**config.mk**
```make
export PLATFORM = sky130hd
export DESIGN_NAME = rr_arbiter_4_flat
export DESIGN_NICKNAME = d
export VERILOG_FILES = /design/src/rtl/rr_arbiter_4_if.sv /design/src/rtl/rr_arbiter_4.sv /design/src/flat_wrapper.sv
export SDC_FILE = /design/constraint.sdc
export NUM_CORES = 1
export LEC_CHECK = 0
export ABC_AREA = 1
export CORE_AREA = 4 4 47 49
export DETAILED_ROUTE_END_ITERATION = 7
export DIE_AREA = 0 0 51 53
export PLACE_DENSITY = 0.82
export SYNTH_ARGS = -nofsm -noshare
export SYNTH_HDL_FRONTEND = slang
export SYNTH_SLANG_ARGS = --single-unit
```
**constraint.sdc**
```tcl
create_clock -name clk -period 4.05 [get_ports clk]
set_input_delay 0.81 -clock clk [delete_from_list [all_inputs] [get_ports clk]]
set_output_delay 0.81 -clock clk [all_outputs]
set_load 0.005 [all_outputs]
```
**src/rtl/rr_arbiter_4_if.sv**
```systemverilog
// Request/grant bundle between four clients and the round-robin arbiter.
// master = client side (drives req), slave = arbiter side (drives the grant).
interface rr_arbiter_4_if;
    logic [3:0] req;
    logic [3:0] gnt;
    logic [1:0] gnt_idx;
    logic       gnt_valid;

    modport master (output req, input gnt, input gnt_idx, input gnt_valid);
    modport slave  (input req, output gnt, output gnt_idx, output gnt_valid);
endinterface

```
**src/rtl/rr_arbiter_4.sv**
```systemverilog
// Four-client round-robin arbiter driving a shared 2-to-4 decoder; grant one edge after a
// request is seen in IDLE, bounded hold of HOLD_MAX cycles, no preemption, one idle cycle per handover.
module rr_arbiter_4 #(
    parameter int unsigned HOLD_MAX = 8
) (
    input  logic          clk,
    input  logic          rst,
    rr_arbiter_4_if.slave bus
);

    localparam logic [0:0] IDLE  = 1'b0;
    localparam logic [0:0] GRANT = 1'b1;
    localparam logic [7:0] HOLD_LAST = 8'(HOLD_MAX - 1);

    logic [0:0] state;
    logic [1:0] owner;
    logic [1:0] ptr;
    logic [7:0] hold_cnt;
    logic [1:0] winner;
    logic       any_req;
    logic       release_now;

    // Scan from the farthest candidate back towards ptr so the one closest to ptr wins.
    always_comb begin
        winner = ptr;
        for (int k = 3; k >= 0; k--) begin
            if (bus.req[ptr + k[1:0]]) begin
                winner = ptr + k[1:0];
            end
        end
    end

    assign any_req     = |bus.req;
    assign release_now = !bus.req[owner] || (hold_cnt == HOLD_LAST);

    always_ff @(posedge clk) begin
        if (rst) begin
            state    <= IDLE;
            owner    <= 2'd0;
            ptr      <= 2'd0;
            hold_cnt <= 8'd0;
        end else begin
            case (state)
                IDLE: begin
                    if (any_req) begin
                        owner    <= winner;
                        hold_cnt <= 8'd0;
                        state    <= GRANT;
                    end
                end
                GRANT: begin
                    if (release_now) begin
                        state <= IDLE;
                        ptr   <= owner + 2'd1;
                    end else begin
                        hold_cnt <= hold_cnt + 8'd1;
                    end
                end
                default: state <= IDLE;
            endcase
        end
    end

    assign bus.gnt_valid = (state == GRANT);
    assign bus.gnt_idx   = owner;
    assign bus.gnt       = (state == GRANT) ? (4'b0001 << owner) : 4'b0000;

endmodule

```
**src/flat_wrapper.sv**
```systemverilog
// flat-port wrapper written by rule: the top's interface ports become plain ports
module rr_arbiter_4_flat 
#(
    parameter int unsigned HOLD_MAX = 8
)
  (clk, rst, bus_req, bus_gnt, bus_gnt_idx, bus_gnt_valid);
  rr_arbiter_4_if bus_i ();
  input  logic clk;
  input  logic rst;
  input wire logic [$bits(bus_i.req)-1:0] bus_req;
  output wire logic [$bits(bus_i.gnt)-1:0] bus_gnt;
  output wire logic [$bits(bus_i.gnt_idx)-1:0] bus_gnt_idx;
  output wire logic [$bits(bus_i.gnt_valid)-1:0] bus_gnt_valid;
  assign bus_i.req = bus_req;
  assign bus_gnt = bus_i.gnt;
  assign bus_gnt_idx = bus_i.gnt_idx;
  assign bus_gnt_valid = bus_i.gnt_valid;
  rr_arbiter_4 #(.HOLD_MAX(HOLD_MAX)) u_core (.clk(clk), .rst(rst), .bus(bus_i));
endmodule
```
Yosys cells after proc, flatten, opt, wreduce, memory -nomap -nowiden

Index checks and enable logic that the tools add are counted.

Register bits after elaboration: 13
Word-level logic and storage cells: 46

$add $sub $neg: 5
Magnitude comparators: 5
Equality and inequality tests: 3
Shift operators: 1
Muxes and demuxes: 21
Bitwise gates (word level): 1
Reduce and logical (&&, ||, !) cells: 6

Operator list:

| cell                                                                  | count |
|---|---|
| 8-bit 2-to-1 mux                                                      | 2 |
| 8-bit one-hot mux with 2 select lines                                 | 1 |
| 2-bit by 3-bit < comparator with 1-bit output, second input constant  | 5 |
| 1-bit binary-select mux with 2-bit select                             | 5 |
| 8-bit by 1-bit adder with 8-bit output, second input constant         | 1 |
| 8-bit by 3-bit equality test with 1-bit output, second input constant | 1 |
| 2-bit 2-to-1 mux                                                      | 4 |
| 1-bit 2-to-1 mux                                                      | 7 |
| 2-bit AND reduction                                                   | 3 |
| 2-bit by 1-bit adder with 2-bit output, second input constant         | 2 |
| 2-bit adder, second input constant                                    | 2 |
| 4-bit 2-to-1 mux                                                      | 1 |
| 4-bit OR reduction                                                    | 1 |
| 1-bit by 2-bit left shift with 4-bit output, first input constant     | 1 |
| 2-bit by 1-bit != test with 1-bit output, second input constant       | 1 |
| 2-bit != test, second input constant                                  | 1 |
| 1-bit one-hot mux with 2 select lines                                 | 1 |
| 1-bit logical NOT                                                     | 1 |
| 1-bit logical OR                                                      | 1 |
| 1-bit inverter                                                        | 1 |

Longest topological paths before layout

Gate-level depths: netlist of run 1.

Depth in word-level cells: 7
Depth in mapped cells: 12
Depth with buffers taken out: 11

Worst setup path after synthesis of run 1

Ideal clock, no wire load.

Path type: register to output
Start: register u_core.owner[0] (netlist: u_core.bus.gnt_idx[0])
End: output port bus_gnt[0]
Arrival time: 0.789 ns
Data required time: 3.240 ns
Slack: 2.451 ns
Stages on the path, launching flop included: 5
Path buffers: 0
Path through: dfxtp_1 > inv_2 > ha_1 > nand2_1 > inv_1

Longest elaborated chain between the ends: 2

RTL lines:

| item                                        | RTL line           | text |
|---|---|---|
| from (decl)                                 | rr_arbiter_4.sv:16 | `logic [1:0] owner;` |
| from (signal assigned)                      | rr_arbiter_4.sv:46 | `owner <= winner;` |
| 1-bit by 2-bit left shift with 4-bit output | rr_arbiter_4.sv:66 | `assign bus.gnt = (state == GRANT) ? (4'b0001 << owner) : 4'b0000;` |
| 4-bit 2-to-1 mux                            | rr_arbiter_4.sv:66 |  |
| to (decl)                                   | flat_wrapper.sv:11 | `output wire logic [$bits(bus_i.gnt)-1:0] bus_gnt;` |

No other way between the ends.

Worst setup path in the final report of run 1

Ends and elaborated chain as after synthesis.

==> results of run 1 <==
## per-layer routing
metal / GRT usage / routed length (um) / up-vias / part of all wire
met2: 0.3455 / 1110 / 26 / 0.52
met1: 0.1895 / 916 / 442 / 0.43
met5: 0 / 0 / - / 0
met3: 0.04225 / 107 / 3 / 0.050
li1: - / - / 511 / -
met4: 0.05381 / 16 / 0 / 0.0074
## layout by cell type, fill, tap and decap left out, drive strengths merged, types with 2 or more instances in the layout
cell type | Yosys | routed
nand2 | 55 | 55
clkbuf | 1 | 4
a21oi | 12 | 12
nor3 | 2 | 2
o21ai | 6 | 6
inv | 19 | 19
ha | 5 | 5
xor2 | 2 | 2
nand3 | 19 | 19
nor2 | 11 | 11
dfxtp | 13 | 13
xnor2 | 2 | 2
clkdlybuf4s50 | 0 | 12
## worst max-delay path by stage
stage | to | slack [ns]
final | bus_gnt[0] | 1.66
after global routing | bus_gnt[0] | 1.57
after CTS | bus_gnt[2] | 1.64
after detailed placement | u_core.bus.gnt_idx[0]$_SDFFE_PP0P_ | 1.88
after global placement | u_core.bus.gnt_idx[0]$_SDFFE_PP0P_ | 1.90
after floorplan | bus_gnt[0] | 2.45
## where the power goes
part,switching [mW],internal (mW)
sequential,0.0183,0.138
clock,0.0416,0.0383
combinational,0.0821,0.0561
## per-stage QoR
step | cells | total power [mW] | area (um2)
after floorplan | 153 | 0.2569 | 972.2
after global placement | 189 | 0.2929 | 1106
after detailed placement | 189 | 0.2972 | 1106
after CTS | 193 | 0.3762 | 1132
after global routing | 193 | 0.4050 | 1132
final | 193 | 0.3745 | 1132
## final cells by class
type / count / area, um2 / share of cell area
Multi-Input combinational cell: 117 / 616.8 / 0.5447
Sequential cell: 13 / 260.3 / 0.2298
Timing Repair Buffer: 12 / 120.1 / 0.1061
Inverter: 20 / 75.07 / 0.06630
Tap cell: 27 / 33.78 / 0.02983
Clock buffer: 4 / 26.28 / 0.02320
## flip-flops by register name (all words and copies together), names as in the netlist
| name | flops |
|---|---|
| u_core.bus.gnt_idx | 2 |
| u_core.ptr | 2 |
| u_core.hold_cnt | 8 |
| u_core.bus.gnt_valid | 1 |
## critical path: stages, from the launching register on
cell	delay, ns
dfxtp_1	0.47
inv_2	0.10
ha_1	0.20
nand2_1	0.06
inv_1	0.04
clkdlybuf4s50_1	0.43
## cells by family after synthesis
family	after synthesis
AND/OR/NAND/NOR	89
AO/OA/AOI/OAI	19
XOR/XNOR	4
adder cells (fa/ha/maj)	5
flip-flops	13
buffers and inverters	23
==> summary.md, run 1 <==
| Metric | Value |
|---|---|
| Outcome | `finished clean` |
| First-pass GRT wire length | `3698 um` |
| Min-Delay Endpoint | `u_core.hold_cnt[0]$_SDFFE_PP0P_` |
| Avg Inst Size Synth | `6.354 um2` |
| ANT nets after route | `0` |
| Die area | `2703 um2` |
| Ys async rst share | `0` |
| Slew Limit Fails | `0` |
| Synth Area in Adders | `0.06435` |
| Post-Synth XOR/XNOR Area | `0.03604` |
| Number of failing hold endpoints at the final stage | `0` |
| HP Start | `u_core.hold_cnt[0]$_SDFFE_PP0P_` |
| Top post-synthesis cells by area | `dfxtp_1 27%, nand2_1 20%, nand3_1 8.8%, ha_1 6.4%, inv_1 6.2%` |
| Total routed wirelength | `2150 um` |
| Compound-gate portion of the synthesized area | `0.1133` |
| Port-buffer cells | `12` |
| Tightest Pin Transition | `0.3733 ns` |
| Number of synthesized flops with an enable pin | `0` |
| Synthesis-to-finish area growth | `16.47%` |
| Worst reg2reg startpoint | `u_core.hold_cnt[0]$_SDFFE_PP0P_` |
| Worst r2r dst | `u_core.hold_cnt[6]$_SDFFE_PP0P_` |
| Io pins | `13` |
| Die Y | `53 um` |
| Mapped Cells | `153` |
| R2r setup slk | `about 2.6 ns` |
| WP data required | `between 3 and 4 ns` |
| Commonest cells in the netlist | `52 x nand2_1, 17 x nand3_1, 16 x inv_1` |
| Top-count cell post-synth | `nand2_1` |
| Register area share after synthesis | `0.2677` |
| Worst-Skew Late Latency | `0.28 ns` |
| H-Tree Depth | `1` |
| Final min period | `2.394 ns` |
| Setup violators final | `0` |
| Crit end category | `primary output` |
| Mapped cell area | `972.2 um2` |
| Vias | `982` |
| N_diodes | `0` |
| Total track usage | `0.1789` |
| Cell Rows | `16` |
| Fmax | `between 400 and 500 MHz` |
| Leak pwr | `between 0.5 and 0.6 nW` |
| Layout cells sized above 1 | `0.1084` |
| Critical path type | `register to primary output` |
| Clock Sinks | `13` |
| Synth area leader | `dfxtp_1` |
| CTS Hold Bufs | `0` |
| Number of global-route vias before repair | `907` |
| Nets | `about 180` |
| #FFs+latches synth | `13` |
| Largest net degree at the start of global routing | `11` |
| Yosys warning count | `0` |
| CTS root buffer | `clkbuf_4` |
| Max-Cap Viols | `0` |
| Reg clk slew, reported paths | `0.08 ns` |
| Slew headroom | `0.7504` |
| CTS Buffer Depth | `2` |
| Drt initial violations | `22` |
| Syn Nets | `164` |
| Crit Path Max Fanout | `7` |
| Total CTS buffers | `3` |
| Hpwl dp | `1680 um` |
| Post-cts gate resize count | `0` |
| Mux contribution to synthesized area | `0` |
| # DRC | `0` |
| Hold Path Cell Cnt | `1` |
| Tcrit/Tclk final | `0.5912` |
| CP startpoint | `u_core.bus.gnt_idx[0]$_SDFFE_PP0P_` |
| Setup ws final | `1.656 ns` |
| Post-Route Utilization | `0.6082` |
| Chip width | `51 um` |
| CP startpoint kind | `register` |
| Min Hold Slack | `0.4899 ns` |
| PD cells | `330.8 nW/um2` |
| Starting density of the core | `0.5222` |
| Hold WC Path Type | `register to register` |
| TritonCTS clock tree | `done` |
| Reg2Reg Depth | `8` |
| Remaining Overflow, GRT | `0` |
| First-pass DRT Iterations | `4` |
| Core area | `between 1500 and 2000 um2` |
| Routed len/inst | `11.14 um` |
| Synth top area share | `0.2677` |
| Dpl ws | `about 1.9 ns` |
| Gpl congestion | `0.9271` |
| Initial antenna violation count | `0` |
| Synth Flop Type | `dfxtp_1` |
| Post CTS Setup Buffer Count | `0` |
| Setup TNS | `0 ns` |
| RSZ-0062 raised after global routing | `false` |
| Drt via density | `5.088` |
| Clock skew | `~0.0034 ns` |
| WP data arrival | `between 1.5 and 2 ns` |
| Library cells used by synthesis | `27` |
| Fillers | `174` |
| Max VDD drop | `approximately 250 uV` |
| Largest family of logic cells by synthesized area | `simple AND/OR/NAND/NOR gates` |
| Synth Area in Simple Gates | `0.4208` |
Power figures use the tool's default switching activity.
==> run 2: changes to the inputs <==
--- a/config.mk
+++ b/config.mk
@@ -6,10 +6,10 @@
 export NUM_CORES = 1
 export LEC_CHECK = 0
 export ABC_AREA = 1
-export CORE_AREA = 4 4 47 49
+export CORE_AREA = 4 4 51 53
 export DETAILED_ROUTE_END_ITERATION = 7
-export DIE_AREA = 0 0 51 53
-export PLACE_DENSITY = 0.82
+export DIE_AREA = 0 0 55 57
+export PLACE_DENSITY = 0.74
 export SYNTH_ARGS = -nofsm -noshare
 export SYNTH_HDL_FRONTEND = slang
 export SYNTH_SLANG_ARGS = --single-unit
==> constraint.sdc (replaced) <==
create_clock -name clk -period 2.1 [get_ports clk]
set_input_delay 0.42 -clock clk [delete_from_list [all_inputs] [get_ports clk]]
set_output_delay 0.42 -clock clk [all_outputs]
set_load 0.005 [all_outputs]
==> run 2 against run 1 <==
  * Combinational power up 96%
  * Clock power rose by 95%
  * Non-clock buffer count did not move
  * Worst hold slack got worse by 0.0048 ns
  * Via count rose by 0.20%
  * Register-to-register slack lost 2.0 ns
  * Die area increased by 16%
  * First-iteration DRC count down 4.5%
  * Final area grew 0.33%
  * Power increased by 95%
==> summary.md, run 2 (same netlist as run 1, synthesis figures left out) <==
| Metric | Value |
|---|---|
| Sw Share | `0.3833 (was 0.3792)` |
| Crit end category | `primary output (unchanged)` |
| Switching pwr | `0.2801 mW (was 0.1420 mW)` |
| Cell Rows | `17 (was 16)` |
| Critical path's slowest cell | `clkdlybuf4s50_1 (was dfxtp_1)` |
| Remaining Overflow, GRT | `0 (unchanged)` |
| ANT nets after route | `0 (unchanged)` |
| Largest register FFs | `8 (unchanged)` |
| H-Tree Depth | `1 (unchanged)` |
| Clock skew | `0.006382 ns (was 0.003412 ns)` |
| Number of failing hold endpoints at the final stage | `0 (unchanged)` |
| TritonCTS clock tree | `done (unchanged)` |
| Slew headroom | `0.7475 (was 0.7504)` |
| First-pass GRT wire length | `3884 um (was 3698 um)` |
| # DRC | `0 (unchanged)` |
| Fmax | `around 520 MHz` |
| Nets | `178 (unchanged)` |
| PD cells | `643.2 nW/um2 (was 330.8 nW/um2)` |
| WP data arrival | `1.52 ns (was 1.58 ns)` |
| Tcrit/Tclk final | `0.9224` |
| Crit path cell chain | `inv_1 > ha_1 > nand2_1 > inv_1 > clkdlybuf4s50_1 (was inv_2 > ha_1 > nand2_1 > inv_1 > clkdlybuf4s50_1)` |
| Hold WC Path Type | `register to register (unchanged)` |
| Die area | `3135 um2 (was 2703 um2)` |
| Most frequent cells in the layout | `52 x nand2_1, 17 x nand3_1, 16 x inv_1, 12 x clkdlybuf4s50_1, 11 x dfxtp_1 (was 52 x nand2_1, 17 x nand3_1, 16 x inv_1, 13 x dfxtp_1, 12 x clkdlybuf4s50_1)` |
| Area occupied by multi-input gates | `616.8 um2 (unchanged)` |
| GRT busiest layer | `met2 (unchanged)` |
| Layout cells sized above 1 | `0.1205 (was 0.1084)` |
| CTS root buffer | `clkbuf_4 (unchanged)` |
| WP data required | `1.68 ns (was 3.24 ns)` |
| Total track usage | `0.1656 (was 0.1789)` |
| Max-Cap Viols | `0 (unchanged)` |
| Post-route cell area | `1136 um2 (was 1132 um2)` |
| Crit Path Max Fanout | `6 (was 7)` |
| Leak pwr | `0.5111 nW (was 0.5103 nW)` |
| Total CTS buffers | `3 (unchanged)` |
| Most used cell, CP | `inv_1` |
| Core area | `2148 um2 (was 1862 um2)` |
| Gate power share | `0.369 (about the same)` |
| Worst-Skew Late Latency | `0.28 ns (about the same)` |
| Clock Sinks | `13 (unchanged)` |
| Crit path max-delay family | `buffers and inverters (unchanged)` |
| Commonest non-fill, non-tap cell in the layout | `nand2_1 (unchanged)` |
| Gpl congestion | `0.8399 (was 0.9271)` |
| Routed len/inst | `11.46 um (was 11.14 um)` |
| Starting density of the core | `0.4525 (was 0.5222)` |
| Met2 Use GR | `0.2990 (was 0.3455)` |
| Met1 Use GR | `0.1836 (was 0.1895)` |
| Number of global-route vias before repair | `955 (was 907)` |
| Min Hold Slack | `0.4851 ns (was 0.4899 ns)` |
| Vias | `984 (was 982)` |
| RSZ-0062 raised after global routing | `false (unchanged)` |
| Biggest register | `u_core.hold_cnt (unchanged)` |
| Reg clk slew, reported paths | `0.08 ns (about the same)` |
| Register share of total power | `0.417 (was 0.418)` |
| Internal power | `0.4506 mW (was 0.2325 mW)` |
| Port-buffer cells | `12 (unchanged)` |
| Chip width | `55 um (was 51 um)` |
| Max VDD drop | `266.9 uV (was 252.8 uV)` |
| Tightest Pin Transition | `0.3776 ns (was 0.3733 ns)` |
| CTS Buffer Depth | `2 (unchanged)` |
| WP buf/inv | `3 (unchanged)` |
| Post-DP Area | `1107 um2 (was 1106 um2)` |
| Drt via density | `5.072 (was 5.088)` |
| Initial antenna violation count | `0 (unchanged)` |
| FF+latch area | `262.8 um2 (was 260.3 um2)` |
| Critical path type | `register to primary output (unchanged)` |
| Highest cell delay on the worst timing path | `0.49 ns (was 0.47 ns)` |
| Outcome | `finished clean (unchanged)` |
| Largest net degree at the start of global routing | `11 (unchanged)` |
| M3 GR Usage | `0.03133 (was 0.04225)` |
| Hpwl dp | `1736 um (was 1680 um)` |
| First-pass DRT Iterations | `4 (unchanged)` |
| CP startpoint kind | `register (unchanged)` |
| Io pins | `13 (unchanged)` |
| Total routed wirelength | `2223 um (was 2150 um)` |
| Setup TNS | `0 ns (unchanged)` |
| Slew Limit Fails | `0 (unchanged)` |
| Clk pwr share | `0.214 (was 0.213)` |
| Final min period | `approximately 1.9 ns` |
| Fillers | `217 (was 174)` |
| Drt initial violations | `21 (was 22)` |
| N_diodes | `0 (unchanged)` |
| Die Y | `57 um (was 53 um)` |
| Setup violators final | `0 (unchanged)` |
| Synthesis-to-finish area growth | `16.86% (was 16.47%)` |
run 2: cell counts in the layout (fill, tap and decap cells not counted):
Identical to the previous run, type by type.
run 2: power by group through the flow:
stage          clock network [mW]  logic (mW)  registers [mW]
2_1_floorplan                   0       0.203           0.292
3_5_place_dp                    0       0.268           0.309
6_report                    0.156       0.270           0.305
3_3_place_gp                    0       0.260           0.309
5_1_grt                     0.175       0.311           0.310
4_1_cts                     0.162       0.269           0.303
run 2: worst reg2reg max path, cell delays in order, from the launching register on:
cell	delay [ns]
dfxtp_1	0.34
ha_1	0.24
nand2_1	0.12
clkinv_1	0.09
nand3_1	0.15
nand3_4	0.15
nand2_4	0.14
nand2_1	0.06
nand2_1	0.06
nor2_1	0.05
run 2: area by class of cell:
cell class                      count  area share
Tap cell                           28     0.03084
Inverter                           20     0.06608
Clock buffer                        4     0.02313
Timing Repair Buffer               12      0.1057
Sequential cell                    13      0.2313
Multi-Input combinational cell    117      0.5430
run 2: worst paths after layout:
kind | start | to | slack [ns] | depth (start not counted)
worst max register to register | u_core.hold_cnt[0]$_SDFFE_PP0P_ | u_core.hold_cnt[2]$_SDFFE_PP0P_ | 0.60 | 9
worst min-delay path | u_core.hold_cnt[0]$_SDFFE_PP0P_ | u_core.hold_cnt[0]$_SDFFE_PP0P_ | 0.49 | 1
worst max-delay path | u_core.bus.gnt_idx[1]$_SDFFE_PP0P_ | bus_gnt[1] | 0.16 | 5
worst min register to register | u_core.hold_cnt[0]$_SDFFE_PP0P_ | u_core.hold_cnt[0]$_SDFFE_PP0P_ | 0.49 | 1
run 2: per-stage QoR:
stage | setup WS (ns) | power [mW] | std cells | utilization
after floorplan | 0.7805 | 0.4954 | 153 | -
after global placement | 0.3471 | 0.5684 | 190 | 0.5154
after detailed placement | 0.3126 | 0.5767 | 190 | 0.5154
after CTS | 0.02228 | 0.7345 | 194 | 0.5277
after global routing | 0.04998 | 0.7963 | 194 | 0.5288
final | 0.1630 | 0.7307 | 194 | 0.5288
run 2: timing repair:
action	CTS	global route
setup endpoints to repair	0	2
hold buffers	0	0
gates resized for setup	0	2
setup buffers	0	0
run 2: metal layers:
metal / vias up / share of wire
met1: 441 / 0.44
met2: 27 / 0.52
met3: 5 / 0.030
li1: 511 / -
met4: 0 / 0.018
met5: - / 0
